File: src/rtl/inst_prefetch_queue_pkg.sv
// Shared constants for the instruction prefetch queue and the fetch/translate logic.
// Window byte order: byte i of the 48-bit window occupies bits [8*i +: 8] and
// holds the byte at address win_pc + i (byte 0 = lowest address).
package inst_prefetch_queue_pkg;

    localparam int unsigned INST_WIN_BYTES = 6;
    localparam int unsigned INST_LEN_W     = 3;
    localparam int unsigned INST_WIN_W     = INST_WIN_BYTES * 8;

    // Bit offset of window byte idx.
    function automatic int unsigned win_lsb(input int unsigned idx);
        return idx * 8;
    endfunction

endpackage

File: src/rtl/inst_prefetch_queue_byte_window_rotate.sv
// Combinational window extraction for the prefetch queue.
// Ports:
//   i_buf        flattened DEPTH-byte circular buffer, slot k at [8*k +: 8]
//   i_head       index of the oldest byte
//   i_count      number of valid bytes in the buffer
//   o_win_bytes  oldest up-to-6 bytes, byte 0 = oldest; invalid bytes read 0
//   o_win_count  min(i_count, 6)
module inst_prefetch_queue_byte_window_rotate
    import inst_prefetch_queue_pkg::*;
#(
    parameter int unsigned DEPTH = 8,
    parameter int unsigned PTR_W = $clog2(DEPTH),
    parameter int unsigned CNT_W = PTR_W + 1
) (
    input  logic [DEPTH*8-1:0]      i_buf,
    input  logic [PTR_W-1:0]        i_head,
    input  logic [CNT_W-1:0]        i_count,
    output logic [INST_WIN_W-1:0]   o_win_bytes,
    output logic [INST_LEN_W-1:0]   o_win_count
);

    assign o_win_count = (i_count >= CNT_W'(INST_WIN_BYTES)) ?
                         INST_LEN_W'(INST_WIN_BYTES) : i_count[INST_LEN_W-1:0];

    for (genvar g = 0; g < INST_WIN_BYTES; g++) begin : g_win
        logic [PTR_W-1:0] w_idx;
        logic             w_valid;
        // Pointer arithmetic wraps naturally because DEPTH is a power of two.
        assign w_idx   = i_head + PTR_W'(g);
        assign w_valid = INST_LEN_W'(g) < o_win_count;
        assign o_win_bytes[win_lsb(g) +: 8] = w_valid ? i_buf[{w_idx, 3'b000} +: 8] : 8'h00;
    end

endmodule

File: src/rtl/inst_prefetch_queue.sv
// Byte-granular instruction prefetch queue between a byte-wide instruction memory
// and the fetch/translate logic.
// Ports:
//   i_clk, i_resetn      clock, asynchronous active-low reset
//   i_redirect(_pc)      flush queue and restart fetch at the jump target
//   i_hold               suppress memory fill this cycle
//   i_consume(_len)      retire 1..6 bytes from the window head
//   o_instmem_addr       registered fetch PC; i_instmem_dataout is its byte
//   o_win_bytes/_count   oldest up-to-6 bytes and how many are valid
//   o_win_pc             address of o_win_bytes[7:0]
//   o_full               buffer holds DEPTH bytes
module inst_prefetch_queue
    import inst_prefetch_queue_pkg::*;
#(
    parameter int unsigned DEPTH    = 8,
    parameter logic [31:0] RESET_PC = 32'h0
) (
    input  logic                  i_clk,
    input  logic                  i_resetn,
    input  logic                  i_redirect,
    input  logic [31:0]           i_redirect_pc,
    input  logic                  i_hold,
    input  logic                  i_consume,
    input  logic [INST_LEN_W-1:0] i_consume_len,
    output logic [31:0]           o_instmem_addr,
    input  logic [7:0]            i_instmem_dataout,
    output logic [INST_WIN_W-1:0] o_win_bytes,
    output logic [INST_LEN_W-1:0] o_win_count,
    output logic [31:0]           o_win_pc,
    output logic                  o_full
);

    localparam int unsigned PTR_W = $clog2(DEPTH);
    localparam int unsigned CNT_W = PTR_W + 1;

    logic [7:0]       r_mem [DEPTH];
    logic [PTR_W-1:0] r_head, r_tail;
    logic [CNT_W-1:0] r_count;
    logic [31:0]      r_fetch_pc, r_win_pc;

    logic [PTR_W-1:0] w_head_d, w_tail_d;
    logic [CNT_W-1:0] w_count_d;
    logic [31:0]      w_fetch_pc_d, w_win_pc_d;
    logic             w_fill, w_take, w_len_ok;
    logic [DEPTH*8-1:0] w_buf;

    // Space is judged on the registered count only; bytes freed by a take
    // become fillable on the following cycle.
    assign w_fill   = !i_redirect && !i_hold && (r_count < CNT_W'(DEPTH));
    assign w_len_ok = (i_consume_len != '0) && (i_consume_len <= o_win_count);
    assign w_take   = i_consume && !i_redirect && w_len_ok;

    always_comb begin
        w_head_d     = r_head;
        w_tail_d     = r_tail;
        w_count_d    = r_count;
        w_fetch_pc_d = r_fetch_pc;
        w_win_pc_d   = r_win_pc;
        if (i_redirect) begin
            w_head_d     = '0;
            w_tail_d     = '0;
            w_count_d    = '0;
            w_fetch_pc_d = i_redirect_pc;
            w_win_pc_d   = i_redirect_pc;
        end else begin
            if (w_fill) begin
                w_tail_d     = r_tail + PTR_W'(1);
                w_fetch_pc_d = r_fetch_pc + 32'd1;
            end
            if (w_take) begin
                w_head_d   = r_head + PTR_W'(i_consume_len);
                w_win_pc_d = r_win_pc + 32'(i_consume_len);
            end
            w_count_d = r_count + CNT_W'(w_fill) - (w_take ? CNT_W'(i_consume_len) : '0);
        end
    end

    always_ff @(posedge i_clk or negedge i_resetn) begin
        if (!i_resetn) begin
            r_head     <= '0;
            r_tail     <= '0;
            r_count    <= '0;
            r_fetch_pc <= RESET_PC;
            r_win_pc   <= RESET_PC;
        end else begin
            r_head     <= w_head_d;
            r_tail     <= w_tail_d;
            r_count    <= w_count_d;
            r_fetch_pc <= w_fetch_pc_d;
            r_win_pc   <= w_win_pc_d;
        end
    end

    // Storage needs no reset: bytes beyond count are masked in the window.
    always_ff @(posedge i_clk) begin
        if (w_fill) begin
            r_mem[r_tail] <= i_instmem_dataout;
        end
    end

    for (genvar g = 0; g < DEPTH; g++) begin : g_pack
        assign w_buf[g*8 +: 8] = r_mem[g];
    end

    inst_prefetch_queue_byte_window_rotate #(
        .DEPTH (DEPTH),
        .PTR_W (PTR_W),
        .CNT_W (CNT_W)
    ) u_rotate (
        .i_buf       (w_buf),
        .i_head      (r_head),
        .i_count     (r_count),
        .o_win_bytes (o_win_bytes),
        .o_win_count (o_win_count)
    );

    assign o_instmem_addr = r_fetch_pc;
    assign o_win_pc       = r_win_pc;
    assign o_full         = (r_count == CNT_W'(DEPTH));

endmodule

File: config.mk
export PLATFORM = sky130hd
export DESIGN_NAME = inst_prefetch_queue
export DESIGN_NICKNAME = d
export VERILOG_FILES = /design/src/rtl/inst_prefetch_queue_pkg.sv /design/src/rtl/inst_prefetch_queue_byte_window_rotate.sv /design/src/rtl/inst_prefetch_queue.sv
export SDC_FILE = /design/constraint.sdc
export NUM_CORES = 1
export LEC_CHECK = 0
export ABC_AREA = 1
export CAP_MARGIN = 20
export CORE_MARGIN = 3
export CORE_UTILIZATION = 45
export CTS_CLUSTER_DIAMETER = 40
export CTS_CLUSTER_SIZE = 25
export DETAILED_ROUTE_END_ITERATION = 10
export GPL_TIMING_DRIVEN = 0
export PLACE_DENSITY_LB_ADDON = 0.25
export REMOVE_ABC_BUFFERS = 1
export SYNTH_ARGS = -nofsm -noshare
export SYNTH_HDL_FRONTEND = slang
export SYNTH_HIERARCHICAL = 1
export SYNTH_SLANG_ARGS = --single-unit
File: constraint.sdc
create_clock -name i_clk -period 7.7 [get_ports i_clk]
set_input_delay 1.925 -clock i_clk [delete_from_list [all_inputs] [get_ports i_clk]]
set_output_delay 1.925 -clock i_clk [all_outputs]
set_load 0.02 [all_outputs]
* Yosys cells after proc, flatten, opt, wreduce, memory -nomap -nowiden
Memory sizes are Yosys's and may differ from the RTL's. Index checks and enable logic that the tools add are counted.
Operators by class: add/sub/neg operators 11, $lt $le $gt $ge 9, equal/unequal tests 1, shifts and indexed selects 6, muxes and demuxes 19, reduce and logical (&&, ||, !) cells 10
Operator list (count):
- indexed part select 64 x 7 -> 8 bit | 6
- 2-to-1 mux 32 bit | 4
- 2-to-1 mux 8 bit | 6
- adder 32 x 1 -> 32 bit (second input constant) | 1
- adder 32 x 3 -> 32 bit | 1
- 2-to-1 mux 3 bit | 6
- adder 3 x 1 -> 3 bit (second input constant) | 2
- adder 3 x 2 -> 3 bit (second input constant) | 2
- adder 3 bit (second input constant) | 2
- < comparator 1 x 3 -> 1 bit (first input constant) | 2
- < comparator 2 x 3 -> 1 bit (first input constant) | 2
- < comparator 3 bit (first input constant) | 2
- logical AND 1 bit | 5
- adder 4 x 1 -> 4 bit | 1
- equality test 4 bit (second input constant) | 1
- greater-or-equal comparator 4 x 3 -> 1 bit (second input constant) | 1
- < comparator 4 bit (second input constant) | 1
- 2-to-1 mux 4 bit | 1
- nonzero test 2 bit | 2
- subtractor 4 x 3 -> 4 bit | 1
- adder 3 bit | 1
- less-or-equal comparator 3 bit | 1
- nonzero test 3 bit | 1
- zero test 1 bit | 2
- 2-to-1 mux 1 bit | 2
Word-level totals: register bits after elaboration 74, RAM bits 64, input port bits 48, output and inout bits 116, logic and storage cells 62, memories kept 1
Memory list:
- r_mem | words 8, bits a word 8, rd ports 8, clocked after memory_dff 0, wr ports 1, RTL line inst_prefetch_queue.sv:36 | logic [7:0] r_mem [DEPTH];

* Logic depth before layout (Yosys ltp)
Gate-level depths: netlist of the first run.
depth in word-level cells 8, mapped depth 17, mapped depth without buffers 16

* Cells and area by module
Netlist of the first run, hierarchy kept.
By module, submodules not included:
- inst_prefetch_queue | instances 1, cells each 870, area an instance 7379.6 um^2, seq. area each 3773.6 um^2
- inst_prefetch_queue_byte_window_rotate | instances 1, cells each 539, area an instance 2423.6 um^2, seq. area each 0.0 um^2

* Worst setup path after synthesis of the first run
Ideal clock, no wire load.
kind input to register, start in i_consume_len[2], end reg r_count[3], library setup time 0.125 ns, data arrival time 3.862 ns, data required time 7.575 ns, slack 3.713 ns, stages on the path 14, path buffers 1, cell sequence ha_1 -> a21oi_1 -> o21ai_0 -> nand2_1 -> nand2_1 -> inv_1 -> buf_2 -> nand2_1 -> ha_1 -> ha_1 -> a21oi_1 -> nand2_1 -> o21ai_0 -> a21oi_1
Between the ends: word-level cells in the longest chain between the ends 6, elaborated cells on any way between the ends 7, those cells by class add/sub: 1; order compare: 1; mux: 2; reduce/logical: 3
Ends and longest elaborated chain:
- from (decl) | RTL line inst_prefetch_queue.sv:24 | input logic [INST_LEN_W-1:0] i_consume_len,
- less-or-equal comparator 3 bit / nonzero test 3 bit (equally long branches) | RTL line inst_prefetch_queue.sv:50 | assign w_len_ok = (i_consume_len != '0) && (i_consume_len <= o_win_count);
- logical AND 1 bit | RTL line inst_prefetch_queue.sv:50
- logical AND 1 bit | RTL line inst_prefetch_queue.sv:51 | assign w_take = i_consume && !i_redirect && w_len_ok;
- 2-to-1 mux 3 bit (*) | RTL line inst_prefetch_queue.sv:74 | w_count_d = r_count + CNT_W'(w_fill) - (w_take ? CNT_W'(i_consume_len) : '0);
- subtractor 4 x 3 -> 4 bit (*) | RTL line inst_prefetch_queue.sv:74
- 2-to-1 mux 4 bit (*) | RTL line inst_prefetch_queue.sv:59 | if (i_redirect) begin
- named net w_count_d[3] | RTL line inst_prefetch_queue.sv:42 | logic [CNT_W-1:0] w_count_d;
- to (signal assigned) | RTL line inst_prefetch_queue.sv:88 | r_count <= w_count_d;
- to (decl) | RTL line inst_prefetch_queue.sv:38 | logic [CNT_W-1:0] r_count;
Mark *: on every way through the listed nets, which the timed path passes. The rest lies on a longest branch. A chain may end at the register's enable or synchronous reset.

* Worst setup path in the final report of the first run
start reg r_head[0], end out o_win_bytes[40]
Between the ends: word-level cells in the longest chain between the ends 3
Ends and longest elaborated chain:
- from (decl) | RTL line inst_prefetch_queue.sv:37 | logic [PTR_W-1:0] r_head, r_tail;
- from (signal assigned) | RTL line inst_prefetch_queue.sv:86 | r_head <= w_head_d;
- adder 3 bit | RTL line inst_prefetch_queue_byte_window_rotate.sv:29 | assign w_idx = i_head + PTR_W'(g);
- indexed part select 64 x 7 -> 8 bit | RTL line inst_prefetch_queue_byte_window_rotate.sv:31 | assign o_win_bytes[win_lsb(g) +: 8] = w_valid ? i_buf[{w_idx, 3'b000} +: 8] : 8'h00;
- 2-to-1 mux 8 bit | RTL line inst_prefetch_queue_byte_window_rotate.sv:31
- to (decl) | RTL line inst_prefetch_queue.sv:27 | output logic [INST_WIN_W-1:0] o_win_bytes,
No other way between the ends.

==> metrics.yaml, run 1 <==
run_status:
  status: "completed"
cells_and_area:
  fin_nets: 1617
  nFillCells: 1923
  fin_area_um2: 12400
  syn2layout_area_growth_pct: 26.4
  fin_util: 0.584
  layout.cells.non_filler: 1837
  antennaDiodeCount: 0
  layout-drive-gt1-share: 0.0647
synth:
  ys_seq_elements: 138
  yosysTopAreaCell: "nand2_1"
  syn_area_per_cell_um2: 6.96
  synth_async_sr_flop_share: 0.536
  synth_area_um2: 9800
  synth_cell_types: 46
  yosys-top-cells-area: "nand2_1, edfxtp_1, dfrtp_1"
  ys_top_cells_by_count: "nand2_1, nand3_1, nor2_1"
  netlist_instances: 1409
  ys.flop_type: "dfrtp_1"
  synth_top_area_frac: 0.211
  yosysMostFrequentCell: "nand2_1"
  yosysWarnings: 6
  synth_edf_count: 64
  yosysSeqAreaShare: 0.385
floorplan:
  rows: 53
  ioPinCount: 164
  initial_core_util: 0.462
  dieArea_um2: 23600
  chipHeight_um: 154
  die_w_um: 154
  core_area_um2: 21200
sta:
  setup_violations: 0
  grt_setup_unrepaired: "no"
  hold_viol_final: 0
  final_max_slew_viol_count: 0
  setup_tns_ns: 0
  fin_hold_ws_ns: 0.517
  maxSlewHeadroom: 0.220
  finalCritPeriodShare: 0.822
  finClkSkew_ns: 0.0147
  setup_ws_ns: 1.37
  worstMarginPinSlew_ns: 1.17
  min_period_ns: 6.33
  max_freq_ghz: 0.158
critical_path:
  reg2reg_slack_ns: 3.69
  crit_type: "register to output port"
  arrival_ns: 4.40
  critPathMaxFanout: 65
  endpoint: "o_win_bytes[40]"
  r2r_start: "r_count[3]"
  r2r_end: "r_count[3]"
  cp-end-kind: "output port"
  reg2regPathDepth: 17
  crit_start: "r_head[0]"
  start_kind: "register"
  required_ns: 5.78
place:
  hpwl_mm: 22.6
  postPlaceCellArea_um2: 11600
  dp.cells: 1801
  gp_congestion: 0.916
  place_worst_setup_slack_ns: 0.785
  io_buffers: 163
detailed_routing:
  wl_per_cell_um: 17.0
  vias: 10155
  drt_wl_total_mm: 31.3
  avgViaCountPerCell: 5.53
  drtIter0Drc: 1171
  drc: 0
  ant_nets: 0
  firstDrtPassIters: 6
global_route:
  grt_usage: 0.259
  grt_pass1_vias: 9209
  grt_overflow: 0
  grt_max_degree: 66
  grt_pass1_wl_mm: 48.7
  antenna_found_initial: 0
clocking:
  worstSkewPairLatency_ns: 0.43
  clkSinkCount: 138
  path_clk_slew_ns: 0.06
  cts_tree: "yes"
  cts_hold_buf: 0
  cts_resized: 0
  htree_levels: 4
  post-cts-setup-buffers: 0
  clock-root-buffer: "clkbuf_16"
  clk_path_buf_depth: 2
  cts_buffers: 17
hold_path:
  holdPathStages: 1
  hold_path_class: "register to register"
pwr:
  p_per_area_nw_per_um2: 320
  vdd_drop_max_mv: 0.181
  p_total_mw: 3.97
  p_leak_nw: 5.48
job:
  drv_cap: 0
[report_power, final]
group	switching, mW	internal [mW]
sequential	0.150	0.860
combinational	1.25	0.793
clock	0.338	0.582
total	1.74	2.24
[layout make-up]
cell class	instances	area [um2]	area share
flip-flops and latches	138	3770	0.305
clock inverters	15	238	0.0192
clock buffers	17	425	0.0343
multi-input cells	1122	5370	0.434
repair buffers	173	1860	0.150
inverters	97	374	0.0302
well taps	275	344	0.0278
[cell families after synthesis]
kind of cell               count (synthesis)  synth area share
adders and majority gates                 20            0.0278
DFF                                      138             0.385
AOI/OAI and AO/OA                         85            0.0516
xor gates and xnor gates                  27            0.0260
buffers and inverters                    149            0.0670
and+or+nand+nor                          990             0.443
[registers in the layout, indices dropped and copies added (netlist names)]
register        count
r_mem              64
o_instmem_addr     32
r_tail              3
r_head              3
r_count             4
o_win_pc           32
[routing by layer]
layer  global-route usage  wire length [um]  vias to the layer above
li1                     -                 -                     4865
met1                0.353             12900                     4725
met2                0.411             14600                      492
met3               0.0445              2780                       73
met4                0.106              1040                        0
met5                    0                 0                        -
[placed cells by master (no fill, tap or decap), types with 9 or more instances in the layout]
master and instances:
nand2_1 552, nand3_1 204, clkdlybuf4s50_1 162, nor2_1 146, inv_1 87, dfrtp_1 73
edfxtp_1 64, a21oi_1 24, o21ai_0 23, nand4_1 21, ha_1 17, clkbuf_16 17
xor2_1 15, nor2_2 12, and2_1 12, xnor2_1 11, nand2_2 9
[how the worst min path moves through the flow]
stage                            from           to  slack, ns
after floorplan             r_tail[0]    r_tail[0]       0.55
after global placement    o_win_pc[2]  o_win_pc[2]       0.50
after detailed placement  o_win_pc[2]  o_win_pc[2]       0.51
after CTS                 o_win_pc[2]  o_win_pc[2]       0.52
after global routing      o_win_pc[2]  o_win_pc[2]       0.56
final                     o_win_pc[2]  o_win_pc[2]       0.52
[worst max-delay path, cell delays in order, from the launching register on]
cell and delay (ns):
dfrtp_2 0.61, buf_12 0.27, inv_2 0.79, ha_1 0.51, buf_16 0.24, inv_2 0.47, nand3_1 0.16, and2_1 0.22
nor2_1 0.09, nor2_1 0.05, clkdlybuf4s50_1 0.53
Note: power is estimated with default switching activity, not from simulation.
==> run 2, diff against run 1 <==
==> constraint.sdc (replaced) <==
create_clock -name i_clk -period 6.3 [get_ports i_clk]
set_input_delay 1.575 -clock i_clk [delete_from_list [all_inputs] [get_ports i_clk]]
set_output_delay 1.575 -clock i_clk [all_outputs]
set_load 0.02 [all_outputs]
==> run 2 against run 1 <==
Effect of this change: global-route usage is 0.054 points lower; clock skew is 0.0019 ns lower; power is 22% higher; register-to-register slack worse by 1.5 ns; utilization is 0.059 points lower; sequential power is 23% higher; non-clock buffer count is 1 lower; final area is 0.10% lower; worst hold slack worse by 0.0021 ns; combinational power is 22% higher; critical path type unchanged; largest cell class unchanged; sequential share of layout area hardly changed.
==> metrics.yaml, run 2 (same netlist as run 1, synthesis figures left out) <==
run_status:
  status: "completed"  # unchanged
cells_and_area:
  final_cell_mix: "nand2_1, nand3_1, clkdlybuf4s50_1, nor2_1, inv_1"  # unchanged
  antennaDiodeCount: 0  # unchanged
  largest_register: "r_mem"  # unchanged
  layout-drive-gt1-share: 0.0647  # about the same
  layout.cells.non_filler: 1836  # was 1837
  fin_util: 0.583  # was 0.584
  fin_nets: 1616  # was 1617
  largest_register_ffs: 64  # unchanged
  syn2layout_area_growth_pct: 26.3  # was 26.4%
  layout_commonest_cell: "nand2_1"  # unchanged
global_route:
  antenna_found_initial: 0  # unchanged
  grt_usage: 0.258  # was 0.259
  grt_pass1_vias: 9223  # was 9209
  grt_pass1_wl_mm: 48.6  # was 48.7 mm
  grt_overflow: 0  # unchanged
  grt_max_degree: 66  # unchanged
clocking:
  cts_hold_buf: 0  # unchanged
  cts_tree: "yes"  # unchanged
  post-cts-setup-buffers: 0  # unchanged
  clk_path_buf_depth: 2  # unchanged
  clock-root-buffer: "clkbuf_16"  # unchanged
  path_clk_slew_ns: 0.06  # about the same
  worstSkewPairLatency_ns: 0.43  # about the same
  clkSinkCount: 138  # unchanged
  cts_buffers: 17  # unchanged
  htree_levels: 4  # unchanged
detailed_routing:
  ant_nets: 0  # unchanged
  avgViaCountPerCell: 5.52  # was 5.53
  firstDrtPassIters: 7  # was 6
  wl_per_cell_um: 17.1  # was 17.0 um
  vias: 10126  # was 10155
  drt_wl_total_mm: 31.4  # was 31.3 mm
  drtIter0Drc: 1149  # was 1171
  drc: 0  # unchanged
critical_path:
  critPathTopFamily: "buffers and inverters"  # unchanged
  required_ns: 4.72  # was 5.78 ns
  critPathMaxFanout: 65  # unchanged
  reg2regPathDepth: 17  # unchanged
  crit_type: "register to output port"  # unchanged
  reg2reg_slack_ns: 2.21  # was 3.69 ns
  path_buf_inv: 4  # was 5
  crit_slowest_cell: "dfrtp_2"  # was inv_2
  critical-path-max-stage-delay_ns: 0.69  # was 0.79 ns
  critPathMostFrequentCell: "nand2_1"
  r2r_start: "r_count[3]"  # unchanged
  cp-end-kind: "output port"  # unchanged
  r2r_end: "r_count[3]"  # unchanged
  start_kind: "register"  # unchanged
  cp_cell_sequence: "buf_12, inv_4, ha_4, inv_2, nand3_1, nand2_1, nand2_1, nand2_1, nor2_1, clkdlybuf4s50_1"  # was buf_12, inv_2, ha_1, buf_16, inv_2, nand3_1, and2_1, nor2_1, nor2_1, clkdlybuf4s50_1
  crit_start: "r_head[0]"  # unchanged
  arrival_ns: 3.94  # was 4.40 ns
  crit_cells: 10  # unchanged
sta:
  worstMarginPinSlew_ns: 1.11  # was 1.17 ns
  setup_violations: 0  # unchanged
  finClkSkew_ns: 0.0127  # was 0.0147 ns
  min_period_ns: 5.52
  max_freq_ghz: 0.181
  final_max_slew_viol_count: 0  # unchanged
  maxSlewHeadroom: 0.261  # was 0.220
  setup_tns_ns: 0  # unchanged
  finalCritPeriodShare: 0.876
  grt_setup_unrepaired: "no"  # unchanged
  hold_viol_final: 0  # unchanged
hold_path:
  holdPathStages: 1  # unchanged
  min-delay-start: "o_win_pc[2]"  # unchanged
  holdPathEnd: "o_win_pc[2]"  # unchanged
  hold_path_class: "register to register"  # unchanged
place:
  io_buffers: 163  # unchanged
  hpwl_mm: 22.6  # unchanged
  dp.cells: 1801  # unchanged
  gp_congestion: 0.916  # unchanged
floorplan:
  ioPinCount: 164  # unchanged
  die_w_um: 154  # unchanged
  rows: 53  # unchanged
  chipHeight_um: 154  # unchanged
  initial_core_util: 0.462  # unchanged
  core_area_um2: 21200  # unchanged
  dieArea_um2: 23600  # unchanged
pwr:
  vdd_drop_max_mv: 0.221  # was 0.181 mV
  p_total_mw: 4.84  # was 3.97 mW
  p_leak_nw: 5.47  # was 5.48 nW
  p_per_area_nw_per_um2: 391  # was 320 nW/um2
job:
  drv_cap: 0  # unchanged
[run 2: changes by cell type in the layout (fill, tap and decap cells not counted), sizes merged]
cell / before / now
buf: 11 / 10
[run 2: cell type report]
type	count	area [um2]
Clock buffer	17	425
Clock inverter	15	238
Fill cell	1929	8840
Inverter	97	377
Multi-Input combinational cell	1122	5390
Sequential cell	138	3770
Tap cell	275	344
Timing Repair Buffer	172	1840
[run 2: through the flow]
| step | setup WS (ns) | hold WS (ns) | area [um2] |
|---|---|---|---|
| final | 0.784 | 0.515 | 12400 |
| after global routing | 0.549 | 0.563 | 12400 |
| after CTS | 0.170 | 0.521 | 12300 |
| after detailed placement | -0.265 | 0.507 | 11600 |
| after global placement | -1.26 | 0.501 | 11500 |
| after floorplan | 0.817 | 0.554 | 9520 |
[run 2: how the worst max path moves through the flow]
stage,endpoint
floorplan,o_win_bytes[40]
global placement,o_win_bytes[44]
detailed placement,r_count[3]
CTS,o_win_bytes[44]
global route,o_win_bytes[44]
finish,o_win_bytes[12]
[run 2: timing repair]
item / 4_1_cts / 5_1_grt
endpoints found under the setup margin: 24 / 22
cloned: 0 / 0
resized for setup: 1 / 3
[run 2: layer usage]
layer,wire (um),vias to the layer above,GRT usage
li1,-,4864,-
met1,13300,4709,0.352
met2,14600,482,0.412
met3,2580,71,0.0428
met4,960,0,0.105
met5,0,-,0
[run 2: power breakdown]
part	internal (mW)	total, mW	switching, mW
combinational	0.960	2.48	1.52
clock	0.712	1.12	0.411
sequential	1.05	1.24	0.184
total	2.72	4.84	2.12
==> run 3, diff against run 2 <==
--- a/config.mk
+++ b/config.mk
@@ -6,6 +6,7 @@
 export NUM_CORES = 1
 export LEC_CHECK = 0
 export ABC_AREA = 1
+export ABC_CLOCK_PERIOD_IN_PS = 6300
 export CAP_MARGIN = 20
 export CORE_MARGIN = 3
 export CORE_UTILIZATION = 45
==> results of run 3 <==
The final DEF is identical to that of run 2; final timing and power are the same.
